<file path="src/rtl/music_mul_rr_sched.sv">
// Round-robin scheduler sharing one unsigned x signed multiplier among NUM_REQ requesters.
// Products travel a MUL_STAGES-deep pipeline that only advances as a whole.
module music_mul_rr_sched #(
  parameter int NUM_REQ    = 4,
  parameter int ID_WIDTH   = 2,
  parameter int A_WIDTH    = 8,
  parameter int B_WIDTH    = 15,
  parameter int P_WIDTH    = 15,
  parameter int MUL_STAGES = 2
) (
  input  logic                         ap_clk,
  input  logic                         ap_rst,
  input  logic [NUM_REQ-1:0]           req_valid,
  output logic [NUM_REQ-1:0]           req_ready,
  input  logic [NUM_REQ*A_WIDTH-1:0]   req_a,
  input  logic [NUM_REQ*B_WIDTH-1:0]   req_b,
  output logic                         rsp_valid,
  input  logic                         rsp_ready,
  output logic [ID_WIDTH-1:0]          rsp_id,
  output logic [P_WIDTH-1:0]           rsp_p
);

  localparam int PROD_W = A_WIDTH + 1 + B_WIDTH;

  logic [MUL_STAGES-1:0] vld_q, vld_d;
  logic [ID_WIDTH-1:0]   id_q [MUL_STAGES];
  logic [ID_WIDTH-1:0]   id_d [MUL_STAGES];
  logic [P_WIDTH-1:0]    p_q  [MUL_STAGES];
  logic [P_WIDTH-1:0]    p_d  [MUL_STAGES];
  logic [ID_WIDTH-1:0]   ptr_q, ptr_d;

  logic                  advance;
  logic                  gnt_found;
  logic                  grant;
  logic [ID_WIDTH-1:0]   gnt_idx;
  logic [NUM_REQ-1:0]    rot;
  logic [ID_WIDTH:0]     sum;
  logic [A_WIDTH-1:0]    a_sel;
  logic [B_WIDTH-1:0]    b_sel;
  logic [P_WIDTH-1:0]    prod_lo;

  assign advance = !vld_q[MUL_STAGES-1] || rsp_ready;

  // Rotate so bit k of rot is requester (ptr+k) mod NUM_REQ; first set bit wins.
  always_comb begin
    rot       = NUM_REQ'({req_valid, req_valid} >> ptr_q);
    gnt_found = 1'b0;
    gnt_idx   = '0;
    sum       = '0;
    for (int k = 0; k < NUM_REQ; k++) begin
      if (!gnt_found && rot[k]) begin
        gnt_found = 1'b1;
        sum = {1'b0, ptr_q} + (ID_WIDTH+1)'(k);
        if (sum >= (ID_WIDTH+1)'(NUM_REQ)) begin
          sum = sum - (ID_WIDTH+1)'(NUM_REQ);
        end
        gnt_idx = sum[ID_WIDTH-1:0];
      end
    end
  end

  assign grant = gnt_found && advance && !ap_rst;

  always_comb begin
    req_ready = '0;
    a_sel     = '0;
    b_sel     = '0;
    for (int i = 0; i < NUM_REQ; i++) begin
      if (grant && (gnt_idx == ID_WIDTH'(i))) begin
        req_ready[i] = 1'b1;
        a_sel        = req_a[i*A_WIDTH +: A_WIDTH];
        b_sel        = req_b[i*B_WIDTH +: B_WIDTH];
      end
    end
  end

  // a zero-extended, b sign-extended; only the low P_WIDTH bits are kept.
  assign prod_lo = P_WIDTH'(PROD_W'(a_sel) * PROD_W'($signed(b_sel)));

  always_comb begin
    vld_d = vld_q;
    id_d  = id_q;
    p_d   = p_q;
    ptr_d = ptr_q;
    if (advance) begin
      vld_d[0] = grant;
      id_d[0]  = gnt_idx;
      p_d[0]   = prod_lo;
      for (int s = 1; s < MUL_STAGES; s++) begin
        vld_d[s] = vld_q[s-1];
        id_d[s]  = id_q[s-1];
        p_d[s]   = p_q[s-1];
      end
    end
    if (grant) begin
      ptr_d = (gnt_idx == ID_WIDTH'(NUM_REQ-1)) ? '0 : gnt_idx + ID_WIDTH'(1);
    end
  end

  always_ff @(posedge ap_clk) begin
    if (ap_rst) begin
      vld_q <= '0;
      ptr_q <= '0;
      for (int s = 0; s < MUL_STAGES; s++) begin
        id_q[s] <= '0;
        p_q[s]  <= '0;
      end
    end else begin
      vld_q <= vld_d;
      ptr_q <= ptr_d;
      for (int s = 0; s < MUL_STAGES; s++) begin
        id_q[s] <= id_d[s];
        p_q[s]  <= p_d[s];
      end
    end
  end

  assign rsp_valid = vld_q[MUL_STAGES-1];
  assign rsp_id    = id_q[MUL_STAGES-1];
  assign rsp_p     = p_q[MUL_STAGES-1];

endmodule
</file>
<file path="config.mk">
export PLATFORM = sky130hd
export DESIGN_NAME = music_mul_rr_sched
export DESIGN_NICKNAME = d
export VERILOG_FILES = /design/src/rtl/music_mul_rr_sched.sv
export SDC_FILE = /design/constraint.sdc
export NUM_CORES = 1
export LEC_CHECK = 0
export ABC_AREA = 1
export BUFFER_PORTS_ARGS = -buffer_cell sky130_fd_sc_hd__buf_2
export CAP_MARGIN = 20
export CORE_ASPECT_RATIO = 1.4
export CORE_MARGIN = 4
export CORE_UTILIZATION = 61
export DETAILED_ROUTE_END_ITERATION = 16
export PLACE_DENSITY = 0.88
export SLEW_MARGIN = 30
export SYNTH_ARGS = -nofsm -noshare
export SYNTH_HDL_FRONTEND = slang
export SYNTH_SLANG_ARGS = --single-unit
</file>
<file path="constraint.sdc">
create_clock -name ap_clk -period 18.7 [get_ports ap_clk]
set_input_delay 0.935 -clock ap_clk [delete_from_list [all_inputs] [get_ports ap_clk]]
set_output_delay 0.935 -clock ap_clk [all_outputs]
set_load 0.01 [all_outputs]
</file>
Yosys cells after proc, flatten, opt, wreduce, memory -nomap -nowiden
Index checks and enable logic that the tools add are counted.

word-level totals
  register bits = 38
  logic and storage cells = 64

cells by class
  $add $sub $neg = 8
  multiply operators = 1
  order comparisons = 4
  eq/ne operators = 3
  shift-type cells = 1
  multiplexer cells = 25
  reduce and logical (&&, ||, !) cells = 16

operators with widths
  cell                                                                count
  2-to-1 mux 15 bit                                                   4
  2-to-1 mux 8 bit                                                    4
  2-to-1 mux 2 bit                                                    9
  multiplier 9 x 15 -> 15 bit                                         1
  greater-or-equal comparator 3 bit (second input constant)           3
  logical AND 1 bit                                                   9
  2-to-1 mux 1 bit                                                    8
  >> shifter 8 x 2 -> 4 bit                                           1
  subtractor 2 x 1 -> 2 bit (second input constant)                   4
  adder 2 x 2 -> 3 bit (second input constant)                        2
  zero test 1 bit                                                     5
  equality test 2 bit (second input constant)                         2
  adder 2 x 1 -> 3 bit (second input constant)                        1
  greater-or-equal comparator 2 x 3 -> 1 bit (second input constant)  1
  adder 2 x 1 -> 2 bit (second input constant)                        1
  equality test 2 x 1 -> 1 bit (second input constant)                1
  zero test 2 bit                                                     1
  logical OR 1 bit                                                    1

Longest topological paths before layout
  word-level depth = 19
  mapped depth = 50

Worst setup path before layout
No wires, ideal clock.

  kind = input to register
  from = in req_valid[2]
  to = reg p_q[29] in the netlist's numbering
  library setup time = 0.113 ns
  data arrival time = 6.882 ns
  setup slack = 11.705 ns
  cell stages on the path = 45
  path buffers = 3
  path through = inv_1 -> nand2_2 -> nand3_1 -> nand2_2 -> a21oi_1 -> inv_1 -> nor2_1 -> inv_1 -> nand3_1 -> nand2_1 -> inv_1 -> ha_1 -> clkbuf_1 -> buf_2 -> nand4_1 -> nand3_1 -> nand2_1 -> nand2_1 -> (+9 left out) -> ha_1 -> a21oi_1 -> o21ai_0 -> nand2_1 -> nand2_1 -> a21oi_1 -> o21ai_0 -> nand2_1 -> nand2_1 -> a21o_1 -> inv_1 -> nand2_1 -> nand2_1 -> inv_1 -> nand2_1 -> nand3_1 -> nand3_1 -> nand2_1

on the way
  elaborated cells on any way between the ends = 34

RTL lines
  item                                                                 RTL line  text
  from (decl)                                                          13        input logic [NUM_REQ-1:0] req_valid,
  >> shifter 8 x 2 -> 4 bit (*)                                        46        rot = NUM_REQ'({req_valid, req_valid} >> ptr_q);
  2-to-1 mux 1 bit                                                     51        if (!gnt_found && rot[k]) begin
  zero test 1 bit                                                      51
  logical AND 1 bit                                                    51
  2-to-1 mux 1 bit                                                     51
  zero test 1 bit                                                      51
  logical AND 1 bit                                                    51
  2-to-1 mux 1 bit                                                     51
  zero test 1 bit                                                      51
  logical AND 1 bit                                                    51
  2-to-1 mux 2 bit (*)                                                 51
  via gnt_idx[0]                                                       35        logic [ID_WIDTH-1:0] gnt_idx;
  zero test 2 bit                                                      69        if (grant && (gnt_idx == ID_WIDTH'(i))) begin
  logical AND 1 bit                                                    69
  2-to-1 mux 8 bit or 2-to-1 mux 15 bit (tied branches) (4 in series)  69
  multiplier 9 x 15 -> 15 bit (*)                                      78        assign prod_lo = P_WIDTH'(PROD_W'(a_sel) * PROD_W'($signed(b_sel)));
  to (signal, indexed assignment)                                      113       p_q[s] <= p_d[s];
  to (decl)                                                            28        logic [P_WIDTH-1:0] p_q [MUL_STAGES];

Mark *: on every way through the listed nets, which the timed path passes. The rest lies on a longest branch.
A chain may end at the register's enable or synchronous reset.

Worst setup path after layout
  from = in req_valid[3]
  to = reg p_q[29] in the netlist's numbering

The elaborated chain is that of the path after synthesis.

==> flow_summary.yaml <==
status:
  status: "finished clean"
worst_setup_path:
  cp-end-kind: "flop"
  cp_max_fo: 28
  path_class: "primary input to flop"
  required_ns: 18.88
  crit_top_cell: "nand2_1"
  reg2reg_slack_ns: 10.77
  max_stage_delay_ns: 0.77
  cp-start-kind: "primary input"
  r2r_end: "p_q[29]$_SDFFE_PP0N_"
  arrival_ns: 8.28
  slowest_stage: "ha_1"
  critPathBufInv: 11
  r2r-start: "ptr_q[0]$_SDFFE_PP0P_"
  worstRegToRegCells: 44
  crit_family: "adder cells"
timing:
  rsz0062_at_grt: "no"
  fmax_ghz: 0.123
  slew-limit-headroom_pct: 39.4
  period_needed_ns: 8.10
  post-route-period-util_pct: 43.3
  fin_skew_ns: 0.00281
  finalHoldViolCount: 0
  fin_setup_tns_ns: 0
  setup_violations: 0
  worstMarginPinSlew_ns: 0.909
  drv_slew: 0
  layout_setup_ws_ns: 10.60
cells_and_area:
  final_nets: 1110
  diodes: 0
  fin_area_sq_um: 6290
  drive_above_1_share_pct: 20.3
  ff_latch_area_sq_um: 761
  fillerInstances: 785
  syn2layout_area_growth_pct: 10.7
  multi_input_area_sq_um: 3780
yosys:
  yosysMostFrequentCell: "nand2_1"
  synthTopCellsByCount: "212 x nand2_1, 201 x inv_1, 54 x fa_1"
  synth_top_area_share_pct: 19.0
  dominantRegCellSynth: "dfxtp_1"
  syn_inst: 843
  yosysUniqueCellTypes: 41
  synth_area_leaders: "fa_1 19%, nand2_1 14%, dfxtp_1 13%, inv_1 13%, ha_1 7.3%"
  yosys_warnings: 0
  synth-seq-cells: 38
  synth_seq_area_share_pct: 13.4
  synth_area_sq_um: 5680
  synth_edf_count: 0
  synthesis.nets: 1029
  syn_area_per_cell_sq_um: 6.74
  async_flop_share_pct: 0
  synth_top_area_cell: "fa_1"
global_routing:
  grt.total_usage_pct: 27.6
  grt_pass1_vias: 5430
  grt_max_degree: 52
  antenna_found_initial: 0
  grt_pass1_wl_um: 23800
  overflow: 0
routing:
  drc: 0
  drt-wirelength-per-cell_um: 14.0
  drt_iter0_drc: 311
  detail-route-antenna-nets: 0
  vias_per_cell: 5.27
  drtPass1Iterations: 5
  vias: 5437
  wl_um: 14500
worst_hold_path:
  min-delay-path-class: "flop to flop"
  timing.hold.worst_path_depth: 2
  min_to: "rsp_p[13]$_SDFFE_PP0N_"
  min_from: "rsp_p[13]$_SDFFE_PP0N_"
clock_tree:
  cts_max_level: 2
  cts_buffers: 5
  cts_sinks: 38
  cts_resized: 0
  post_cts_buffers: 0
  clkSlewWorstSetupHoldPaths_ns: 0.06
  ctsHoldBuffers: 0
  cts_tree: "built"
  cts_root_buf: "clkbuf_16"
  clk-insertion-delay-late_ns: 0.28
  cts_buffer_depth: 2
floorplanning:
  placementRows: 41
  start_util_pct: 62.9
  die_x_um: 89.6
  die_area_sq_um: 10900
  core_sq_um: 9030
  io-pin-count: 121
  die_y_um: 122
placed_design:
  place_congestion: 0.962
  hpwlAfterDp_um: 11600
  portBuffers: 120
  pre_cts_slack_ns: 10.41
  placedInstanceArea_sq_um: 6090
flow_run:
  drv_cap: 0
==> worst max path at each step <==
stage / cells past startpoint / end / start
5_1_grt: 46 / p_q[29]$_SDFFE_PP0N_ / req_valid[3]
4_1_cts: 46 / p_q[29]$_SDFFE_PP0N_ / req_valid[3]
3_3_place_gp: 46 / p_q[29]$_SDFFE_PP0N_ / req_valid[3]
2_1_floorplan: 45 / p_q[29]$_SDFFE_PP0N_ / req_valid[2]
6_report: 46 / p_q[29]$_SDFFE_PP0N_ / req_valid[3]
3_5_place_dp: 45 / p_q[29]$_SDFFE_PP0N_ / req_valid[3]
==> worst min-delay path, cell delays in order, from the launching register on <==
cell,delay (ns)
dfxtp_1,0.32
nand2_1,0.05
nand2_1,0.04
==> final cells by class <==
cell class,count,area share [%]
multi-input combinational,545,60.1
inverter,212,12.8
sequential,38,12.1
timing repair buffer,122,9.79
tap,107,2.13
clock buffer,5,1.99
clock inverter,3,1.09
==> flip-flops by register name (all words and copies together), names as in the netlist <==
name    count
ptr_q       2
vld_q       2
rsp_id      2
id_q        2
rsp_p      15
p_q        15
==> per-layer routing <==
metal | GRT usage (%) | wire (um)
met4 | 12.2 | 552
met1 | 31.1 | 5270
met3 | 2.91 | 861
met2 | 50.6 | 7780
met5 | 0 | 0
==> cells by family after synthesis <==
kind of cell,after synthesis,synth area share (%)
buffers and inverters,260,20.0
XOR/XNOR,6,0.925
adder cells (fa/ha/maj),87,26.3
AND/OR/NAND/NOR,373,31.5
AO/OA/AOI/OAI,79,7.89
flip-flops,38,13.4
==> cells in the final DEF, fill, tap and decap left out, types with 27 or more instances in the layout <==
| cell | netlist | layout |
|---|---|---|
| nand2_1 | 212 | 212 |
| nor2_1 | 48 | 48 |
| buf_2 | 5 | 120 |
| o21ai_0 | 40 | 40 |
| nand4_1 | 36 | 36 |
| fa_1 | 54 | 54 |
| ha_1 | 33 | 33 |
| inv_1 | 201 | 201 |
| dfxtp_1 | 38 | 38 |
| nand3_1 | 27 | 27 |
==> per-stage QoR <==
| stage | utilization [%] | instances | hold WS [ns] |
|---|---|---|---|
| after floorplan | - | 843 | 0.417 |
| after global placement | 67.5 | 1024 | 0.426 |
| after detailed placement | 67.5 | 1024 | 0.427 |
| after CTS | 69.7 | 1032 | 0.442 |
| after global routing | 69.7 | 1032 | 0.458 |
| final | 69.7 | 1032 | 0.440 |
Power is not shown: default switching activity piles up to over one toggle a cycle in this logic, so the estimate is an artifact.
